[config.mk]
export PLATFORM = sky130hd
export DESIGN_NAME = counter_timer_x3_flat
export DESIGN_NICKNAME = d
export VERILOG_FILES = /design/src/rtl/counter_timer_x3_if.sv /design/src/rtl/counter_timer_x3.sv /design/src/flat_wrapper.sv
export SDC_FILE = /design/constraint.sdc
export NUM_CORES = 1
export LEC_CHECK = 0
export CAP_MARGIN = 0
export CORE_ASPECT_RATIO = 0.5
export CORE_UTILIZATION = 40
export DETAILED_ROUTE_END_ITERATION = 6
export GPL_ROUTABILITY_DRIVEN = 0
export HOLD_SLACK_MARGIN = 0.06
export PLACE_DENSITY_LB_ADDON = 0.12
export SYNTH_ARGS = -nofsm -noshare
export SYNTH_HDL_FRONTEND = slang
export SYNTH_SLANG_ARGS = --single-unit
[constraint.sdc]
create_clock -name clk -period 8 [get_ports clk]
set_clock_uncertainty 0.15 [all_clocks]
set_input_delay 1.2 -clock clk [delete_from_list [all_inputs] [get_ports clk]]
set_output_delay 1.2 -clock clk [all_outputs]
set_load 0.05 [all_outputs]
[src/rtl/counter_timer_x3_if.sv]
// Bus-side signals of the three-channel counter/timer: write strobe, register select,
// write data and combinational read data.
interface counter_timer_x3_if;
    logic        counter_we;
    logic [1:0]  counter_ch;
    logic [31:0] Peripheral_in;
    logic [31:0] counter_out;

    modport master (
        output counter_we,
        output counter_ch,
        output Peripheral_in,
        input  counter_out
    );

    modport slave (
        input  counter_we,
        input  counter_ch,
        input  Peripheral_in,
        output counter_out
    );
endinterface

[src/rtl/counter_timer_x3.sv]
// Three down-counting timers with one-shot/periodic reload and sticky W1C expiry flags.
// Optional shared 8-bit prescaler is built only when COUNTER_PRESCALE_EN is defined.
module counter_timer_x3 #(
    parameter int CNT_W = 32
) (
    input  logic                clk,
    input  logic                rst,
    counter_timer_x3_if.slave   bus,
    output logic                counter0_out,
    output logic                counter1_out,
    output logic                counter2_out
);

    localparam int NCH = 3;

    logic [CNT_W-1:0] cnt_q    [NCH];
    logic [CNT_W-1:0] cnt_d    [NCH];
    logic [CNT_W-1:0] reload_q [NCH];
    logic [CNT_W-1:0] reload_d [NCH];
    logic [NCH-1:0]   en_q,   en_d;
    logic [NCH-1:0]   mode_q, mode_d;
    logic [NCH-1:0]   flag_q, flag_d;

    logic             tick;
    logic             ctrl_wr;
    logic [NCH-1:0]   ch_wr;
    logic [31:0]      ctrl_img;
    logic [31:0]      rd_data;

    assign ctrl_wr = bus.counter_we && (bus.counter_ch == 2'b11);

`ifdef COUNTER_PRESCALE_EN
    logic [7:0] prescale_q, prescale_d;
    logic [7:0] psc_q,      psc_d;

    assign tick = (psc_q == prescale_q);

    // A CTRL write restarts the divider so the first tick lands a full period later.
    always_comb begin
        prescale_d = ctrl_wr ? bus.Peripheral_in[23:16] : prescale_q;
        psc_d      = (ctrl_wr || tick) ? 8'd0 : psc_q + 8'd1;
    end

    always_ff @(posedge clk) begin
        if (rst) begin
            prescale_q <= 8'd0;
            psc_q      <= 8'd0;
        end else begin
            prescale_q <= prescale_d;
            psc_q      <= psc_d;
        end
    end
`else
    assign tick = 1'b1;
`endif

    // NOTE: every variable gets its default before any branch so no path leaves it unassigned, which would infer a latch.
    always_comb begin
        ch_wr = '0;
        en_d   = en_q;
        mode_d = mode_q;
        for (int i = 0; i < NCH; i++) begin
            ch_wr[i]    = bus.counter_we && (bus.counter_ch == 2'(i));
            cnt_d[i]    = cnt_q[i];
            reload_d[i] = reload_q[i];
            flag_d[i]   = flag_q[i];

            if (ctrl_wr) begin
                en_d[i]   = bus.Peripheral_in[2*i];
                mode_d[i] = bus.Peripheral_in[2*i+1];
                if (bus.Peripheral_in[8+i]) flag_d[i] = 1'b0;
            end

            // Expiry set is applied after the W1C clear so set wins; a channel write overrides both.
            if (ch_wr[i]) begin
                cnt_d[i]    = bus.Peripheral_in[CNT_W-1:0];
                reload_d[i] = bus.Peripheral_in[CNT_W-1:0];
                flag_d[i]   = 1'b0;
            end else if (tick && en_q[i] && (cnt_q[i] != '0)) begin
                if (cnt_q[i] == CNT_W'(1)) begin
                    cnt_d[i]  = mode_q[i] ? reload_q[i] : '0;
                    flag_d[i] = 1'b1;
                end else begin
                    cnt_d[i] = cnt_q[i] - CNT_W'(1);
                end
            end
        end
    end

    always_comb begin
        ctrl_img = '0;
        for (int i = 0; i < NCH; i++) begin
            ctrl_img[2*i]   = en_q[i];
            ctrl_img[2*i+1] = mode_q[i];
            ctrl_img[8+i]   = flag_q[i];
        end
`ifdef COUNTER_PRESCALE_EN
        ctrl_img[23:16] = prescale_q;
`endif
    end

    always_comb begin
        rd_data = '0;
        case (bus.counter_ch)
            2'b00:   rd_data = 32'(cnt_q[0]);
            2'b01:   rd_data = 32'(cnt_q[1]);
            2'b10:   rd_data = 32'(cnt_q[2]);
            default: rd_data = ctrl_img;
        endcase
    end

    assign bus.counter_out = rd_data;

    // NOTE: sequential state uses non-blocking assignments so every register samples pre-edge values.
    always_ff @(posedge clk) begin
        if (rst) begin
            // NOTE: the count/reload arrays are plain flops, not RAM, so each element is cleared on reset.
            for (int i = 0; i < NCH; i++) begin
                cnt_q[i]    <= '0;
                reload_q[i] <= '0;
            end
            en_q   <= '0;
            mode_q <= '0;
            flag_q <= '0;
        end else begin
            cnt_q    <= cnt_d;
            reload_q <= reload_d;
            en_q     <= en_d;
            mode_q   <= mode_d;
            flag_q   <= flag_d;
        end
    end

    assign counter0_out = flag_q[0];
    assign counter1_out = flag_q[1];
    assign counter2_out = flag_q[2];

endmodule

[src/flat_wrapper.sv]
// flat-port wrapper written by rule: the top's interface ports become plain ports
module counter_timer_x3_flat 
#(
    parameter int CNT_W = 32
)
  (clk, rst, counter0_out, counter1_out, counter2_out, bus_counter_we, bus_counter_ch, bus_Peripheral_in, bus_counter_out);
  counter_timer_x3_if bus_i ();
  input  logic clk;
  input  logic rst;
  output logic counter0_out;
  output logic counter1_out;
  output logic counter2_out;
  input wire logic [$bits(bus_i.counter_we)-1:0] bus_counter_we;
  input wire logic [$bits(bus_i.counter_ch)-1:0] bus_counter_ch;
  input wire logic [$bits(bus_i.Peripheral_in)-1:0] bus_Peripheral_in;
  output wire logic [$bits(bus_i.counter_out)-1:0] bus_counter_out;
  assign bus_i.counter_we = bus_counter_we;
  assign bus_i.counter_ch = bus_counter_ch;
  assign bus_i.Peripheral_in = bus_Peripheral_in;
  assign bus_counter_out = bus_i.counter_out;
  counter_timer_x3 #(.CNT_W(CNT_W)) u_core (.clk(clk), .rst(rst), .bus(bus_i), .counter0_out(counter0_out), .counter1_out(counter1_out), .counter2_out(counter2_out));
endmodule
**After elaboration in Yosys (flattened, before gate mapping)**

Index checks and enable logic that the tools add are counted.

- $add $sub $neg: 3
- Reductions and logical operators: 17
- Equal/unequal tests: 6
- Multiplexer cells: 25

Operators by type and width:

| cell | number |
|---|---|
| $mux W32 | 12 |
| $eq A32 B1 Y1 const B | 3 |
| $pmux W32 S3 | 1 |
| $reduce_bool A32 Y1 | 3 |
| $sub A32 B1 Y32 const B | 3 |
| $mux W1 | 12 |
| $logic_and A1 B1 Y1 | 7 |
| $reduce_bool A2 Y1 | 3 |
| $reduce_or A2 Y1 | 3 |
| $eq A2 B2 Y1 const B | 2 |
| $eq A2 B1 Y1 const B | 1 |
| $logic_not A2 Y1 | 1 |

- Word-level logic and storage cells: 62
- Output and inout port bits: 35
- Input bits: 37
- Bits in registers: 201

**Logic depth before layout (Yosys ltp)**

- Depth in word-level cells: 5
- Gate-level depth with buffers: 10
- Depth with buffers taken out: 8

**Worst setup path after synthesis**

OpenSTA, ideal clock, no wires.

- Kind: input -> output
- Start: in bus_counter_ch[1]
- End: out bus_counter_out[13]
- Path slack: 2897 ps
- Buffers on the path: 3
- Data arrival time: 3753 ps
- Data required time: 6650 ps
- Cell stages on the path: 5
- Path through: clkbuf_1 clkbuf_1 buf_1 mux2i_1 o21ai_0

- Word-level cells in the longest chain between the ends: 2
- Elaborated cells on any way between the ends: 4
- Those cells by class: eq/ne (2); mux (1); reduce/logical (1)

RTL lines:

| element | line | RTL |
|---|---|---|
| start: declaration | flat_wrapper.sv:14 | `input wire logic [$bits(bus_i.counter_ch)-1:0] bus_counter_ch;` |
| $eq A2 B2 Y1, or another cell as far along | counter_timer_x3.sv:104 | `case (bus.counter_ch)` |
| $pmux W32 S3 * | counter_timer_x3.sv:104 |  |
| end: declaration | flat_wrapper.sv:16 | `output wire logic [$bits(bus_i.counter_out)-1:0] bus_counter_out;` |

Mark *: on every way between the ends. The rest lies on a longest branch, timed or not.

**Worst setup path in the final report**

- Start: in bus_counter_ch[0]
- End: out bus_counter_out[7]

The elaborated chain is that of the path after synthesis.

==> results.txt <==
Status: completed
CP arrival: 4.19 ns
ANT nets after route: 0
Drt drc: 0
Most frequent cells in the layout: nand2_1, dfxtp_1, a21oi_1
Startpoint type of the worst setup path: primary input
Post-layout nets: 1519
Share of total power in the clock network: 35.4%
Total number of vias: 11600
DP Area: 12100 µm²
Share of cells above drive strength 1: 5.99%
IO buf count: 71
Row count: 43
Gate power share: 24.1%
#FFs+latches synth: 201
Max Slew Vio Count: 0
Synth Flop Type: dfxtp_1
Hold Fails Final Rpt: 0
First-pass GRT wire length: 66.1 mm
Vias in the first global route: 10600
# IOs: 72
Post-Syn Nets: 1530
First-pass iteration count of the detailed router: 7
Cell total after placement: 1832
Overflow after GRT: 0
Post-CTS setup buffer count: 0
Setup repair after global routing missed its margin: false
Switching portion of total power: 34.1%
FF/Latch Area: 4020 µm²
HP Class: flip-flop to flip-flop
Cell variety after synth: 74
Post-route minimum period: 5.54 ns
Internal power: 1830 µW
Die width: 240 µm
Crit share post-route: 69.2%
Max capacitance violation total: 0
Mapped Area: 11300 µm²
Fill cells: 2826
CP required: 6.65 ns
Number of synthesized flops with an enable pin: 0
Initial Util: 40.8%
GR Util All Layers: 30.4%
Worst Max-Slew Pin Slew: 1.19 ns
Post-synthesis async set-or-reset flop share: 0%
Avg Cell Area, Syn: 7.63 µm²
Final WL: 44.3 mm
Clock Latency Late Sink: 0.52 ns
Warnings, synthesis: 0
Post-detail-place hpwl: 30.7 mm
Vias per cell: 6.21
CTS root buffer: clkbuf_16
Core ar.: 27800 µm²
Net Switching: 949 µW
Resized Gates After CTS: 0
Most common cell after layout, fill and taps aside: nand2_1
Pin count of the biggest net entering global routing: 93
CTS sink cnt: 201
Setup TNS: 0 ns
Peak VDD IR: 128 µV
Cts hold-fix bufs: 0
Setup Viol. Count Final: 0
H-tree levels: 1
Sequential share of the synthesized area: 35.6%
Peak Freq: 181 MHz
PD cells: 218 nW/µm²
Antenna diodes: 0
Crit path capture type: output port
CTS Buf Count: 21
Sequential share of power: 40.5%
Worst hold margin: 0.302 ns
Leakage power total: 0.00454 µW
Die height: 121 µm
CP max FO: 38
Initial antenna violation count: 1
CP Class: primary input to output port
Syn-to-layout area delta: 13.0%
Clock transition at path regs: 0.07 ns
Area occupied by multi-input gates: 6730 µm²
Post-route insts no fill: 1867
Clock Tree Buf Depth: 3
TritonCTS clock tree: done
Finished Cell Area: 12800 µm²
Cell count after synthesis: 1484
Die ar.: 29000 µm²
Drt initial violations: 1452
Avg WL per Cell: 23.7 µm
Rel. slew slack: 20.5%
flip-flops by register name, summed over array words and instances (netlist names):
register and count:
u_core.flag_q 3, u_core.reload_q 96, u_core.mode_q 3, u_core.cnt_q 96, u_core.en_q 3
synthesized netlist by cell type, types with 9 or more instances:
| master | count | area share (%) |
|---|---|---|
| nor4_1 | 36 | 2.0 |
| xnor2_1 | 27 | 2.1 |
| a311oi_1 | 9 | 0.70 |
| a221o_1 | 27 | 2.4 |
| buf_1 | 10 | 0.33 |
| nor2_1 | 86 | 2.9 |
| a211oi_1 | 39 | 2.6 |
| or3_1 | 20 | 1.1 |
| mux2i_1 | 25 | 2.2 |
| buf_2 | 17 | 0.75 |
| and3_1 | 15 | 0.83 |
| xor2_1 | 31 | 2.4 |
| or4_1 | 13 | 0.86 |
| inv_1 | 12 | 0.40 |
| nand4_1 | 15 | 0.83 |
| a21oi_1 | 182 | 8.0 |
| nand2_1 | 318 | 11 |
| ha_1 | 9 | 0.99 |
| nor3_1 | 41 | 1.8 |
| clkbuf_1 | 88 | 2.9 |
| o31ai_1 | 9 | 0.60 |
| mux4_2 | 9 | 1.8 |
| a21boi_0 | 17 | 1.1 |
| nand3_1 | 20 | 0.88 |
| dfxtp_1 | 201 | 36 |
| a31oi_1 | 19 | 1.1 |
| o21ai_0 | 60 | 2.7 |
per-stage QoR:
step | util, % | setup slack (ns) | power (µW)
2_1_floorplan | - | 2.90 | 1590
3_3_place_gp | 43.7 | 2.66 | 1790
3_5_place_dp | 43.7 | 2.48 | 1800
4_1_cts | 46.1 | 2.47 | 2770
5_1_grt | 46.1 | 2.38 | 2890
6_report | 46.1 | 2.46 | 2780
area by class of cell:
| class | instances | share of cell area, % |
|---|---|---|
| Inverter | 12 | 0.352 |
| Clock buffer | 29 | 4.66 |
| Tap cell | 382 | 3.74 |
| Sequential cell | 201 | 31.5 |
| Timing Repair Buffer | 91 | 6.70 |
| Multi-Input combinational cell | 1146 | 52.6 |
| Clock inverter | 6 | 0.450 |
power by group through the flow:
| stage | Combinational, µW | Clock (µW) | Sequential (µW) |
|---|---|---|---|
| floorplan | 480 | 0 | 1100 |
| global placement | 651 | 0 | 1140 |
| detailed placement | 653 | 0 | 1150 |
| CTS | 657 | 994 | 1120 |
| global route | 726 | 1030 | 1130 |
| finish | 671 | 984 | 1130 |
worst max-delay path, cell delays in order:
cell	delay (ns)
clkdlybuf4s50_1	0.45
buf_4	0.37
nor2b_2	0.99
nand2_1	0.15
o21ai_0	0.16
clkdlybuf4s50_1	0.85
path summary, 6_finish.rpt:
kind / start / endpoint / slack, ns / cells after the start
max reg2reg: u_core.cnt_q[16] / u_core.cnt_q[27] / 4.24 / 7
max: bus_counter_ch[0] / bus_counter_out[7] / 2.46 / 6
min reg2reg: u_core.reload_q[66] / u_core.reload_q[66] / 0.30 / 2
min: u_core.reload_q[66] / u_core.reload_q[66] / 0.30 / 2
layer usage:
layer / vias to the layer above / wire, µm / share of wire (%) / global-route usage [%]
met2: 562 / 18600 / 42 / 44.6
met3: 93 / 5010 / 11 / 7.98
met5: - / 0 / 0 / 0
met1: 5579 / 19300 / 44 / 43.2
met4: 0 / 1390 / 3.1 / 9.04
li1: 5365 / - / - / -
kinds of logic (layout without fill, tap and decap cells):
| family | after synthesis | count (layout) | share of synthesized area [%] |
|---|---|---|---|
| simple gates | 607 | 607 | 24.8 |
| xor+xnor | 58 | 58 | 4.49 |
| compound gates | 437 | 437 | 24.9 |
| buf+inv | 137 | 138 | 5.13 |
| flops | 201 | 201 | 35.6 |
| fa+ha+maj | 9 | 9 | 0.995 |
| mux | 35 | 35 | 4.10 |
Power figures use the tool's default switching activity.
